File: src/rtl/regfile_write_arbiter_pkg.sv
// Shared widths, defaults and types for the register file write arbiter.
package regfile_write_arbiter_pkg;

  localparam int unsigned XLEN               = 32;
  localparam int unsigned REG_ADDR_W         = 5;
  localparam int unsigned NUM_REGS           = 32;
  localparam int unsigned LL_FIFO_DEPTH_DFLT = 2;
  localparam int unsigned STARVE_LIMIT_DFLT  = 4;
  localparam logic [REG_ADDR_W-1:0] REG_X0   = 5'd0;

  typedef struct packed {
    logic [REG_ADDR_W-1:0] addr;
    logic [XLEN-1:0]       data;
  } wr_req_t;

  typedef enum logic [1:0] {
    SRC_NONE = 2'd0,
    SRC_WB   = 2'd1,
    SRC_FIFO = 2'd2,
    SRC_BYP  = 2'd3
  } src_e;

endpackage

File: src/rtl/regfile_write_arbiter_if.sv
// Writeback, long-latency result, issue and register-file write signals of the arbiter.
interface regfile_write_arbiter_if;
  import regfile_write_arbiter_pkg::*;

  logic                  wb_valid_i;
  logic [REG_ADDR_W-1:0] wb_rd_addr_i;
  logic [XLEN-1:0]       wb_rd_data_i;
  logic                  ll_valid_i;
  logic                  ll_ready_o;
  logic [REG_ADDR_W-1:0] ll_rd_addr_i;
  logic [XLEN-1:0]       ll_rd_data_i;
  logic                  issue_valid_i;
  logic [REG_ADDR_W-1:0] issue_rd_addr_i;
  logic                  issue_conflict_o;
  logic [NUM_REGS-1:0]   busy_o;
  logic                  wb_stall_o;
  logic [REG_ADDR_W-1:0] rd_addr_o;
  logic [XLEN-1:0]       rd_data_o;
  logic                  reg_write_en_o;

  modport slave (
    input  wb_valid_i, wb_rd_addr_i, wb_rd_data_i,
    input  ll_valid_i, ll_rd_addr_i, ll_rd_data_i,
    input  issue_valid_i, issue_rd_addr_i,
    output ll_ready_o, issue_conflict_o, busy_o, wb_stall_o,
    output rd_addr_o, rd_data_o, reg_write_en_o
  );

  modport master (
    output wb_valid_i, wb_rd_addr_i, wb_rd_data_i,
    output ll_valid_i, ll_rd_addr_i, ll_rd_data_i,
    output issue_valid_i, issue_rd_addr_i,
    input  ll_ready_o, issue_conflict_o, busy_o, wb_stall_o,
    input  rd_addr_o, rd_data_o, reg_write_en_o
  );

endinterface

File: src/rtl/regfile_write_arbiter_wb_sync_fifo.sv
// Small synchronous FIFO holding long-latency results; head is visible without a pop.
module wb_sync_fifo #(
  parameter  int unsigned WIDTH = 37,
  parameter  int unsigned DEPTH = 2,
  localparam int unsigned AW    = $clog2(DEPTH),
  localparam int unsigned CW    = AW + 1
) (
  input  logic             clk,
  input  logic             rst,
  input  logic             push_i,
  input  logic [WIDTH-1:0] data_i,
  input  logic             pop_i,
  output logic [WIDTH-1:0] head_o,
  output logic [CW-1:0]    count_o,
  output logic             empty_o
);

  logic [WIDTH-1:0] mem [DEPTH];
  logic [AW-1:0]    wr_ptr_q;
  logic [AW-1:0]    rd_ptr_q;
  logic [CW-1:0]    count_q;

  // Storage is not reset: count_q alone decides which entries are meaningful.
  always_ff @(posedge clk) begin
    if (push_i) begin
      mem[wr_ptr_q] <= data_i;
    end
  end

  always_ff @(posedge clk or posedge rst) begin
    if (rst) begin
      wr_ptr_q <= '0;
      rd_ptr_q <= '0;
      count_q  <= '0;
    end else begin
      if (push_i) wr_ptr_q <= wr_ptr_q + AW'(1);
      if (pop_i)  rd_ptr_q <= rd_ptr_q + AW'(1);
      count_q <= count_q + CW'(push_i) - CW'(pop_i);
    end
  end

  assign head_o  = mem[rd_ptr_q];
  assign count_o = count_q;
  assign empty_o = (count_q == '0);

endmodule

File: src/rtl/regfile_write_arbiter.sv
// Single driver of the register file write port: pipeline writeback first, then buffered
// or bypassed long-latency results; also keeps the busy scoreboard for the hazard unit.
module regfile_write_arbiter
  import regfile_write_arbiter_pkg::*;
#(
  parameter  int unsigned LL_FIFO_DEPTH = LL_FIFO_DEPTH_DFLT,
  parameter  int unsigned STARVE_LIMIT  = STARVE_LIMIT_DFLT,
  localparam int unsigned CW            = $clog2(LL_FIFO_DEPTH) + 1,
  localparam int unsigned SW            = $clog2(STARVE_LIMIT + 1)
) (
  input  logic                    clk,
  input  logic                    rst,
  regfile_write_arbiter_if.slave  bus
);

  wr_req_t             wb_req, ll_req, fifo_head, sel_req;
  src_e                sel;
  logic [CW-1:0]       fifo_count;
  logic                fifo_empty, fifo_push, fifo_pop;
  logic                wb_sel, ll_acc;
  logic [NUM_REGS-1:0] busy_q, busy_d;
  logic [SW-1:0]       starve_q, starve_d;
  logic                stall_q, wen_q;
  logic [REG_ADDR_W-1:0] rd_addr_q;
  logic [XLEN-1:0]       rd_data_q;

  assign wb_req  = '{addr: bus.wb_rd_addr_i, data: bus.wb_rd_data_i};
  assign ll_req  = '{addr: bus.ll_rd_addr_i, data: bus.ll_rd_data_i};
  assign wb_sel  = bus.wb_valid_i && (bus.wb_rd_addr_i != REG_X0);
  assign ll_acc  = bus.ll_valid_i && bus.ll_ready_o;

  assign bus.ll_ready_o = ~rst & (fifo_count < CW'(LL_FIFO_DEPTH));

  always_comb begin
    sel     = SRC_NONE;
    sel_req = fifo_head;
    if (wb_sel) begin
      sel     = SRC_WB;
      sel_req = wb_req;
    end else if (!fifo_empty) begin
      sel     = SRC_FIFO;
      sel_req = fifo_head;
    end else if (ll_acc && (ll_req.addr != REG_X0)) begin
      sel     = SRC_BYP;
      sel_req = ll_req;
    end
  end

  // Results to x0 are accepted but vanish here rather than occupying a FIFO slot.
  assign fifo_pop  = (sel == SRC_FIFO);
  assign fifo_push = ll_acc && (ll_req.addr != REG_X0) && (sel != SRC_BYP);

  wb_sync_fifo #(
    .WIDTH ($bits(wr_req_t)),
    .DEPTH (LL_FIFO_DEPTH)
  ) u_ll_fifo (
    .clk     (clk),
    .rst     (rst),
    .push_i  (fifo_push),
    .data_i  (ll_req),
    .pop_i   (fifo_pop),
    .head_o  (fifo_head),
    .count_o (fifo_count),
    .empty_o (fifo_empty)
  );

  // A new issue to the same register outranks the clear from an older result landing.
  always_comb begin
    busy_d = busy_q;
    if ((sel == SRC_FIFO) || (sel == SRC_BYP)) busy_d[sel_req.addr] = 1'b0;
    if (bus.issue_valid_i && (bus.issue_rd_addr_i != REG_X0)) busy_d[bus.issue_rd_addr_i] = 1'b1;
    busy_d[0] = 1'b0;
  end

  always_comb begin
    starve_d = starve_q;
    if (fifo_empty || fifo_pop) begin
      starve_d = '0;
    end else if ((sel == SRC_WB) && (starve_q != SW'(STARVE_LIMIT))) begin
      starve_d = starve_q + SW'(1);
    end
  end

  always_ff @(posedge clk or posedge rst) begin
    if (rst) begin
      wen_q     <= 1'b0;
      rd_addr_q <= '0;
      rd_data_q <= '0;
      busy_q    <= '0;
      starve_q  <= '0;
      stall_q   <= 1'b0;
    end else begin
      wen_q <= (sel != SRC_NONE);
      if (sel != SRC_NONE) begin
        rd_addr_q <= sel_req.addr;
        rd_data_q <= sel_req.data;
      end
      busy_q   <= busy_d;
      starve_q <= starve_d;
      stall_q  <= (starve_d == SW'(STARVE_LIMIT));
    end
  end

  assign bus.issue_conflict_o = bus.issue_valid_i && (bus.issue_rd_addr_i != REG_X0)
                                && busy_q[bus.issue_rd_addr_i];
  assign bus.busy_o         = busy_q;
  assign bus.wb_stall_o     = stall_q;
  assign bus.rd_addr_o      = rd_addr_q;
  assign bus.rd_data_o      = rd_data_q;
  assign bus.reg_write_en_o = wen_q;

endmodule

File: src/flat_wrapper.sv
// flat-port wrapper written by rule: the top's interface ports become plain ports
module regfile_write_arbiter_flat import regfile_write_arbiter_pkg::*;
#(
  parameter  int unsigned LL_FIFO_DEPTH = LL_FIFO_DEPTH_DFLT,
  parameter  int unsigned STARVE_LIMIT  = STARVE_LIMIT_DFLT,
  localparam int unsigned CW            = $clog2(LL_FIFO_DEPTH) + 1,
  localparam int unsigned SW            = $clog2(STARVE_LIMIT + 1)
)
  (clk, rst, bus_wb_valid_i, bus_wb_rd_addr_i, bus_wb_rd_data_i, bus_ll_valid_i, bus_ll_rd_addr_i, bus_ll_rd_data_i, bus_issue_valid_i, bus_issue_rd_addr_i, bus_ll_ready_o, bus_issue_conflict_o, bus_busy_o, bus_wb_stall_o, bus_rd_addr_o, bus_rd_data_o, bus_reg_write_en_o);
  regfile_write_arbiter_if bus_i ();
  input  logic clk;
  input  logic rst;
  input wire logic [$bits(bus_i.wb_valid_i)-1:0] bus_wb_valid_i;
  input wire logic [$bits(bus_i.wb_rd_addr_i)-1:0] bus_wb_rd_addr_i;
  input wire logic [$bits(bus_i.wb_rd_data_i)-1:0] bus_wb_rd_data_i;
  input wire logic [$bits(bus_i.ll_valid_i)-1:0] bus_ll_valid_i;
  input wire logic [$bits(bus_i.ll_rd_addr_i)-1:0] bus_ll_rd_addr_i;
  input wire logic [$bits(bus_i.ll_rd_data_i)-1:0] bus_ll_rd_data_i;
  input wire logic [$bits(bus_i.issue_valid_i)-1:0] bus_issue_valid_i;
  input wire logic [$bits(bus_i.issue_rd_addr_i)-1:0] bus_issue_rd_addr_i;
  output wire logic [$bits(bus_i.ll_ready_o)-1:0] bus_ll_ready_o;
  output wire logic [$bits(bus_i.issue_conflict_o)-1:0] bus_issue_conflict_o;
  output wire logic [$bits(bus_i.busy_o)-1:0] bus_busy_o;
  output wire logic [$bits(bus_i.wb_stall_o)-1:0] bus_wb_stall_o;
  output wire logic [$bits(bus_i.rd_addr_o)-1:0] bus_rd_addr_o;
  output wire logic [$bits(bus_i.rd_data_o)-1:0] bus_rd_data_o;
  output wire logic [$bits(bus_i.reg_write_en_o)-1:0] bus_reg_write_en_o;
  assign bus_i.wb_valid_i = bus_wb_valid_i;
  assign bus_i.wb_rd_addr_i = bus_wb_rd_addr_i;
  assign bus_i.wb_rd_data_i = bus_wb_rd_data_i;
  assign bus_i.ll_valid_i = bus_ll_valid_i;
  assign bus_i.ll_rd_addr_i = bus_ll_rd_addr_i;
  assign bus_i.ll_rd_data_i = bus_ll_rd_data_i;
  assign bus_i.issue_valid_i = bus_issue_valid_i;
  assign bus_i.issue_rd_addr_i = bus_issue_rd_addr_i;
  assign bus_ll_ready_o = bus_i.ll_ready_o;
  assign bus_issue_conflict_o = bus_i.issue_conflict_o;
  assign bus_busy_o = bus_i.busy_o;
  assign bus_wb_stall_o = bus_i.wb_stall_o;
  assign bus_rd_addr_o = bus_i.rd_addr_o;
  assign bus_rd_data_o = bus_i.rd_data_o;
  assign bus_reg_write_en_o = bus_i.reg_write_en_o;
  regfile_write_arbiter #(.LL_FIFO_DEPTH(LL_FIFO_DEPTH), .STARVE_LIMIT(STARVE_LIMIT)) u_core (.clk(clk), .rst(rst), .bus(bus_i));
endmodule
File: config.mk
export PLATFORM = sky130hd
export DESIGN_NAME = regfile_write_arbiter_flat
export DESIGN_NICKNAME = d
export VERILOG_FILES = /design/src/rtl/regfile_write_arbiter_pkg.sv /design/src/rtl/regfile_write_arbiter_if.sv /design/src/rtl/regfile_write_arbiter_wb_sync_fifo.sv /design/src/rtl/regfile_write_arbiter.sv /design/src/flat_wrapper.sv
export SDC_FILE = /design/constraint.sdc
export NUM_CORES = 1
export LEC_CHECK = 0
export CAP_MARGIN = 20
export CORE_MARGIN = 4
export CORE_UTILIZATION = 25
export DETAILED_ROUTE_END_ITERATION = 8
export PLACE_DENSITY = 0.55
export SLEW_MARGIN = 20
export SYNTH_ARGS = -nofsm -noshare
export SYNTH_HDL_FRONTEND = slang
export SYNTH_HIERARCHICAL = 1
export SYNTH_SLANG_ARGS = --single-unit
File: constraint.sdc
create_clock -name clk -period 3.6 [get_ports clk]
set_clock_uncertainty 0.2 [all_clocks]
set_input_delay 0.72 -clock clk [delete_from_list [all_inputs] [get_ports clk]]
set_output_delay 0.72 -clock clk [all_outputs]
set_load 0.005 [all_outputs]
==> impl_results.md, run 1 <==
- Detailed Routing Iterations Pass 1: 5
- Status: complete, no violations
- Max-cap viol count: 0
- Share of layout cells above drive strength 1: 16.41%
- HP Class: flop to flop
- CP Max Fanout: 6
- Synth Instances: around 650
- # rows: 62
- Combinational share of power: 35.5%
- Final setup vio count: 0
- Total track usage: a little over an eighth
- DPL Wire Length: 15140 um
- Final Cell Area: ~10000 um^2
- Max transition margin: 45.77%
- R2r setup slk: 0.87 ns
- Critical Path RT: about 2.7 ns
- Internal: roughly 0.0047 W
- PwrDens: approximately 690 nW/um^2
- Crit path max-delay cell type: clkdlybuf4s50_1
- Lkg Pwr: between 3 and 4 nW
- Final min period: 3.530 ns
- Final Slew Violations: 0
- Hold Buf Count CTS: 0
- Register area share after synthesis: between 50% and 60%
- Crit-path cells: clkdlybuf4s15_2 -> mux2_2 -> and3_1 -> o21ai_0 -> o311ai_0 -> o311a_1 -> clkdlybuf4s50_1
- Async S/R FF share, synth: 50.99%
- Synth Flop Type: dfrtp_1
- Max VDD drop: about 0.00025 V
- Fmax: approximately 0.28 GHz
- # H-tree levels: 4
- Placed instance area: 9455 um^2
- Starting density of the core: about a quarter
- Final hold vios: 0
- CP Buf/Inv Count: 2
- DR vias: roughly 5600
- Final wirelength: about 22000 um
- Period utilization: slightly below 100%
- I/O pins: between 150 and 200
- CP max stage delay: roughly 0.45 ns
- Clock Tree Buf Depth: 2
- CTS sink cnt: approximately 150
- Die H: 179.0 um
- Layout Nets: 904
- Switching power: ~0.0023 W
- Slew at the pin with the worst max-slew slack: between 0.8 and 0.9 ns
- Switching portion of total power: about a third
- Die width: 179.0 um
- Clock root cell: clkbuf_16
- Area growth, synth to finish: 37.47%
- Core area: 28780 um^2
- Clock power share: 26.1%
- Diode count: 0
- Yosys Warn Count: 6
- CTS tree: done
- Buffers on Ports: roughly 160
- DRC viols: 0
- Antenna violations before repair: 2
- First-pass GRT wire length: 33600 um
- Die area: around 32000 um^2
- CP Capture Type: output pin
- Critical path class: primary input to output pin
- GRT overflow: 0
- Detail Route Antenna Nets: 0
- #FFs+latches synth: around 150
- Post-Syn Nets: ~730
- Pin count of the biggest net entering global routing: between 50 and 60
- Delay-heaviest family, CP: buffers and inverters
- Startpoint Class: primary input
- Seq pwr share: between 30% and 40%
- Setup TNS: 0 ns
- CTS buffer count: 17
- Synth cell types: slightly below 60
- Arrival @ worst endpoint: about 2.6 ns
- Avg Inst Size Synth: around 11 um^2
- DR WL/cell: approximately 18 um
- First DRT Iteration DRCs: 350
- RD Place Congestion: approximately 0.84
- DR vias/cell: between 4 and 5
- Clock Pin Slew Worst Setup and Hold Paths: around 0.070 ns
- Vias in the first global route: around 5700
- Clk Latency, worst-skew pair: a little over 0.4 ns
- RSZ-0062 raised after global routing: false
- Synthesized area: about 7300 um^2
- Count of flip-flops with a built-in enable after synthesis: 74
==> cells by family (layout without fill, tap and decap cells) <==
family	after synthesis	after routing	synth area share, %
AO/OA/AOI/OAI	195	195	17.39
other	1	1	0.05130
adder cells (fa/ha/maj)	4	4	0.6847
AND/OR/NAND/NOR	181	181	10.77
XOR/XNOR	3	3	0.5649
flip-flops	151	151	56.76
multiplexers	52	52	9.243
buffers and inverters	59	242	4.536
==> synth_stat cells, types with 2 or more instances <==
| cell | n | area [um^2] |
|---|---|---|
| clkbuf_1 | 8 | 30.03 |
| a311oi_1 | 3 | 26.28 |
| mux2_4 | 20 | 300.3 |
| and3_1 | 6 | 37.54 |
| and3b_1 | 2 | 17.52 |
| buf_1 | 5 | 18.77 |
| o21ai_0 | 40 | 200.2 |
| o21ai_2 | 4 | 35.03 |
| nor3b_1 | 3 | 22.52 |
| nand3b_1 | 2 | 15.01 |
| a21oi_1 | 56 | 280.3 |
| nor2_1 | 19 | 71.32 |
| nor3_1 | 10 | 50.05 |
| inv_1 | 14 | 52.55 |
| dfrtp_1 | 77 | 1927 |
| o2bb2ai_1 | 11 | 96.34 |
| edfxtp_1 | 74 | 2222 |
| buf_6 | 8 | 90.09 |
| a221o_1 | 5 | 50.05 |
| a21boi_0 | 12 | 90.09 |
| nor2b_1 | 2 | 12.51 |
| mux2_2 | 24 | 270.3 |
| xor2_1 | 2 | 17.52 |
| buf_4 | 8 | 60.06 |
| a21boi_1 | 9 | 67.56 |
| a22o_1 | 2 | 17.52 |
| buf_2 | 15 | 75.07 |
| mux2i_1 | 6 | 60.06 |
| mux4_2 | 2 | 45.04 |
| o31ai_1 | 27 | 202.7 |
| nand2_1 | 124 | 465.5 |
| o21ai_1 | 10 | 50.05 |
| a31oi_1 | 3 | 18.77 |
| and2_1 | 2 | 12.51 |
| nand2b_1 | 5 | 31.28 |
| ha_1 | 4 | 50.05 |
==> through the flow <==
stage	utilization, %	setup slack [ns]	hold slack (ns)	total power, W	instances
6_report	34.91	0.07012	0.2813	0.006967	1213
3_5_place_dp	32.85	-0.3237	0.2729	0.005218	1181
4_1_cts	34.91	0.03744	0.2892	0.007070	1213
5_1_grt	34.91	0.01625	0.3076	0.007405	1213
3_3_place_gp	32.85	-0.3155	0.2645	0.005197	1181
2_1_floorplan	-	0.5767	0.2714	0.003862	646
==> layout make-up <==
type | instances | area [um^2]
fill | 2857 | 18730
sequential | 151 | 4150
multi-input combinational | 436 | 2849
timing repair buffer | 196 | 1922
tap | 384 | 480.5
clock buffer | 18 | 429.2
clock inverter | 14 | 163.9
inverter | 14 | 53.80
==> registers in the layout, summed over array words and instances (netlist names) <==
name / count
u_core/bus.busy_o: 31
u_core/bus.rd_data_o: 32
u_core/u_ll_fifo/rd_ptr_q: 1
u_core/bus.wb_stall_o: 1
u_core/u_ll_fifo/count_o: 2
u_core/u_ll_fifo/wr_ptr_q: 1
u_core/starve_q: 3
u_core/bus.reg_write_en_o: 1
u_core/bus.rd_addr_o: 5
u_core/u_ll_fifo/mem: 74
==> cells in the final DEF (no fill, tap or decap), types with 5 or more instances in the layout <==
cell             count
mux2_2              24
a21oi_1             56
a221o_1              5
dfrtp_1             76
o2bb2ai_1           11
clkbuf_16           17
buf_12               5
a21boi_0            12
mux2_4              20
clkdlybuf4s50_1    150
o21ai_0             40
nand2b_1             5
inv_1               13
edfxtp_1            74
buf_4               36
a21boi_1             9
nor2_1              19
mux2i_1              6
nand2_1            124
and3_1               5
o31ai_1             27
o21ai_1             10
nor3_1              10
==> path summary, 6_finish.rpt <==
check,start,endpoint,cells after the start
max reg2reg,u_core/u_ll_fifo/count_o[1],u_core/bus.busy_o[25],7
max,bus_issue_rd_addr_i[1],bus_issue_conflict_o,7
min in group asynchronous,rst,u_core/u_ll_fifo/wr_ptr_q,3
min,u_core/bus.rd_data_o[12],u_core/bus.rd_data_o[12],2
min reg2reg,u_core/bus.rd_data_o[12],u_core/bus.rd_data_o[12],2
max in group asynchronous,rst,u_core/bus.rd_addr_o[0],4
==> per-layer routing <==
| metal | up-vias | wire [um] | global-route usage, % |
|---|---|---|---|
| met1 | 2733 | 9862 | 17.92 |
| li1 | 2693 | - | - |
| met2 | 166 | 10510 | 22.38 |
| met5 | - | 27 | 0 |
| met4 | 4 | 290 | 3.678 |
| met3 | 24 | 1292 | 3.986 |
==> worst min-delay path: stages, from the launching register on <==
cell     delay, ns
dfrtp_1       0.35
nand2_1       0.04
o21ai_0       0.06
==> power groups by stage <==
stage	Combinational (W)	Sequential, W	Clock (W)
CTS	0.00251	0.00269	0.00187
global placement	0.00248	0.00272	0
global route	0.00272	0.00274	0.00195
finish	0.00247	0.00268	0.00182
detailed placement	0.00250	0.00271	0
floorplan	0.00127	0.00259	0
==> repair_timing <==
item	in CTS	in global routing
setup endpoints to repair	1	1
gates resized for setup	6	1
buffers inserted	0	0
(Power assumes the default switching activity.)
==> run 2: changes to the inputs <==
--- a/config.mk
+++ b/config.mk
@@ -8,8 +8,9 @@
 export CAP_MARGIN = 20
 export CORE_MARGIN = 4
 export CORE_UTILIZATION = 25
+export CTS_BUF_LIST = sky130_fd_sc_hd__clkbuf_16
 export DETAILED_ROUTE_END_ITERATION = 8
-export PLACE_DENSITY = 0.55
+export SKIP_LAST_GASP = 1
 export SLEW_MARGIN = 20
 export SYNTH_ARGS = -nofsm -noshare
 export SYNTH_HDL_FRONTEND = slang
==> run 2 against run 1 <==
Net effect: fmax shrank 0.61%; first-iteration DRC count grew 6.9%; clock-buffer cell count fell by 1; highest routed layer unchanged; worst hold slack lost 0.0071 ns; die area unchanged; wire length fell by 1.5%; critical endpoint unchanged; final cell count shrank 0.74%.
==> impl_results.md, run 2 (synthesis results as in run 1) <==
- Setup TNS: 0 ns
- I/O pins: roughly 160
- Pin count of the biggest net entering global routing: 39
- Final min period: about 3.6 ns
- Non-filler instance count after layout: roughly 1200
- CTS buffer count: 17
- Startpoint Class: primary input
- Die H: approximately 180 um
- Layout Utilization: 34.62%
- Status: complete, no violations
- Hold Buf Count CTS: 0
- GRT overflow: 0
- Final hold vios: 0
- Grt met2 use: 22.69%
- DR WL/cell: ~18 um
- Antenna violations before repair: 1
- # H-tree levels: 4
- DR vias/cell: approximately 4.7
- Max reg flops: 74
- Starting density of the core: between 20 and 30%
- HP Class: flop to flop
- Period utilization: 98.65%
- Clk Latency, worst-skew pair: 0.42 ns
- Clock Pin Slew Worst Setup and Hold Paths: 0.06 ns
- Share of layout cells above drive strength 1: approximately 15%
- PwrDens: 693.4 nW/um^2
- Post-CTS Setup Inserts: 0
- RD Place Congestion: approximately 0.85
- Clock root cell: clkbuf_16
- Die width: 179.0 um
- Slew at the pin with the worst max-slew slack: ~0.84 ns
- Final Slew Violations: 0
- Area of the multi-input gates: around 2800 um^2
- First-pass GRT wire length: roughly 34000 um
- # rows: just over 60
- Buffers on Ports: ~160
- Layout Nets: between 800 and 900
- Die area: around 32000 um^2
- Total track usage: between 10% and 20%
- Lkg Pwr: about 3.8 nW
- Gr busiest metal: met2
- Hold WS: 0.2742 ns
- DRC viols: 0
- Sequential cell area: 4150 um^2
- First DRT Iteration DRCs: between 300 and 400
- Core area: about 29000 um^2
- DPL Wire Length: around 15000 um
- CTS sink cnt: around 150
- CP Capture Type: output pin
- Final wirelength: about 22000 um
- Top reg by flops: u_core/u_ll_fifo/mem
- Area growth, synth to finish: 36.32%
- Critical path class: primary input to output pin
- Leading cell type in the layout, fill and taps excluded: clkdlybuf4s50_1
- Max transition margin: 43.80%
- DR vias: about 5700
- Max-cap viol count: 0
- Vias in the first global route: approximately 5900
- Diode count: 0
- Critical Path RT: 2.68 ns
- Inst Count DP: between 1000 and 1500
- RSZ-0062 raised after global routing: false
- CTS tree: done
- Fill count: 2849
- CP Max Fanout: 5
- Most frequent cells in the layout: clkdlybuf4s50_1, nand2_1, dfrtp_1
- Fmax: roughly 0.28 GHz
- Final setup vio count: 0
- Clock Tree Buf Depth: 2
- Post-cts sizing count: 6
- Met1 usage: roughly 18%
- Final Cell Area: around 10000 um^2
- Placed instance area: around 9400 um^2
- Arrival @ worst endpoint: about 2.6 ns
- Met3 Track Usage GR: roughly 4%
- Detailed Routing Iterations Pass 1: 5
- Detail Route Antenna Nets: 0
- Max VDD drop: 0.0002901 V
[run 2: cell types whose count changed in the layout (fill, tap and decap cells not counted), sizes merged]
cell,before,now
buf,41,32
clkdlybuf4s15,1,0
clkdlybuf4s18,0,1
dlymetal6s2s,1,0
clkdlybuf4s50,150,151
clkbuf,18,17
inv,18,19
[run 2: layout make-up]
class / instances / area share, %
inverter: 14 / 0.5399
clock inverter: 15 / 1.532
tap: 384 / 4.822
multi-input combinational: 436 / 28.58
clock buffer: 17 / 4.269
sequential: 151 / 41.65
timing repair buffer: 187 / 18.61
[run 2: routing by layer]
metal	up-vias	part of all wire, %	wire length [um]
met5	-	0.060	13
met4	2	1.6	336
li1	2665	-	-
met2	196	47	10220
met1	2804	45	9635
met3	30	6.6	1439
[run 2: worst max-delay path, cell delays in order]
cell,delay (ns)
clkdlybuf4s18_2,0.27
mux2_2,0.35
and3_1,0.17
o21ai_0,0.15
o311ai_0,0.15
o311a_1,0.36
clkdlybuf4s50_1,0.45
[run 2: report_power, final]
| part | switching (W) | total [W] | internal (W) |
|---|---|---|---|
| sequential | 0.000370 | 0.00266 | 0.00229 |
| clock | 0.000747 | 0.00177 | 0.00103 |
| combinational | 0.00110 | 0.00248 | 0.00137 |
[run 2: through the flow]
step / power, W / setup WS (ns)
3_5_place_dp: 0.005195 / -0.3299
6_report: 0.006909 / 0.04849
2_1_floorplan: 0.003862 / 0.5767
3_3_place_gp: 0.005163 / -0.2906
5_1_grt: 0.007350 / 0.0008611
4_1_cts: 0.007007 / 0.06159
[run 2: path summary, 6_finish.rpt]
kind / startpoint / end / slack, ns / cells past startpoint
setup / recovery: bus_issue_rd_addr_i[1] / bus_issue_conflict_o / 0.05 / 7
hold / removal: u_core/bus.rd_data_o[14] / u_core/bus.rd_data_o[14] / 0.27 / 2
setup reg to reg: u_core/u_ll_fifo/count_o[1] / u_core/u_ll_fifo/mem[0][1] / 1.20 / 5
hold reg to reg: u_core/bus.rd_data_o[14] / u_core/bus.rd_data_o[14] / 0.27 / 2
max in group asynchronous: rst / u_core/bus.busy_o[3] / 1.84 / 3
min in group asynchronous: rst / u_core/u_ll_fifo/wr_ptr_q / 0.44 / 2
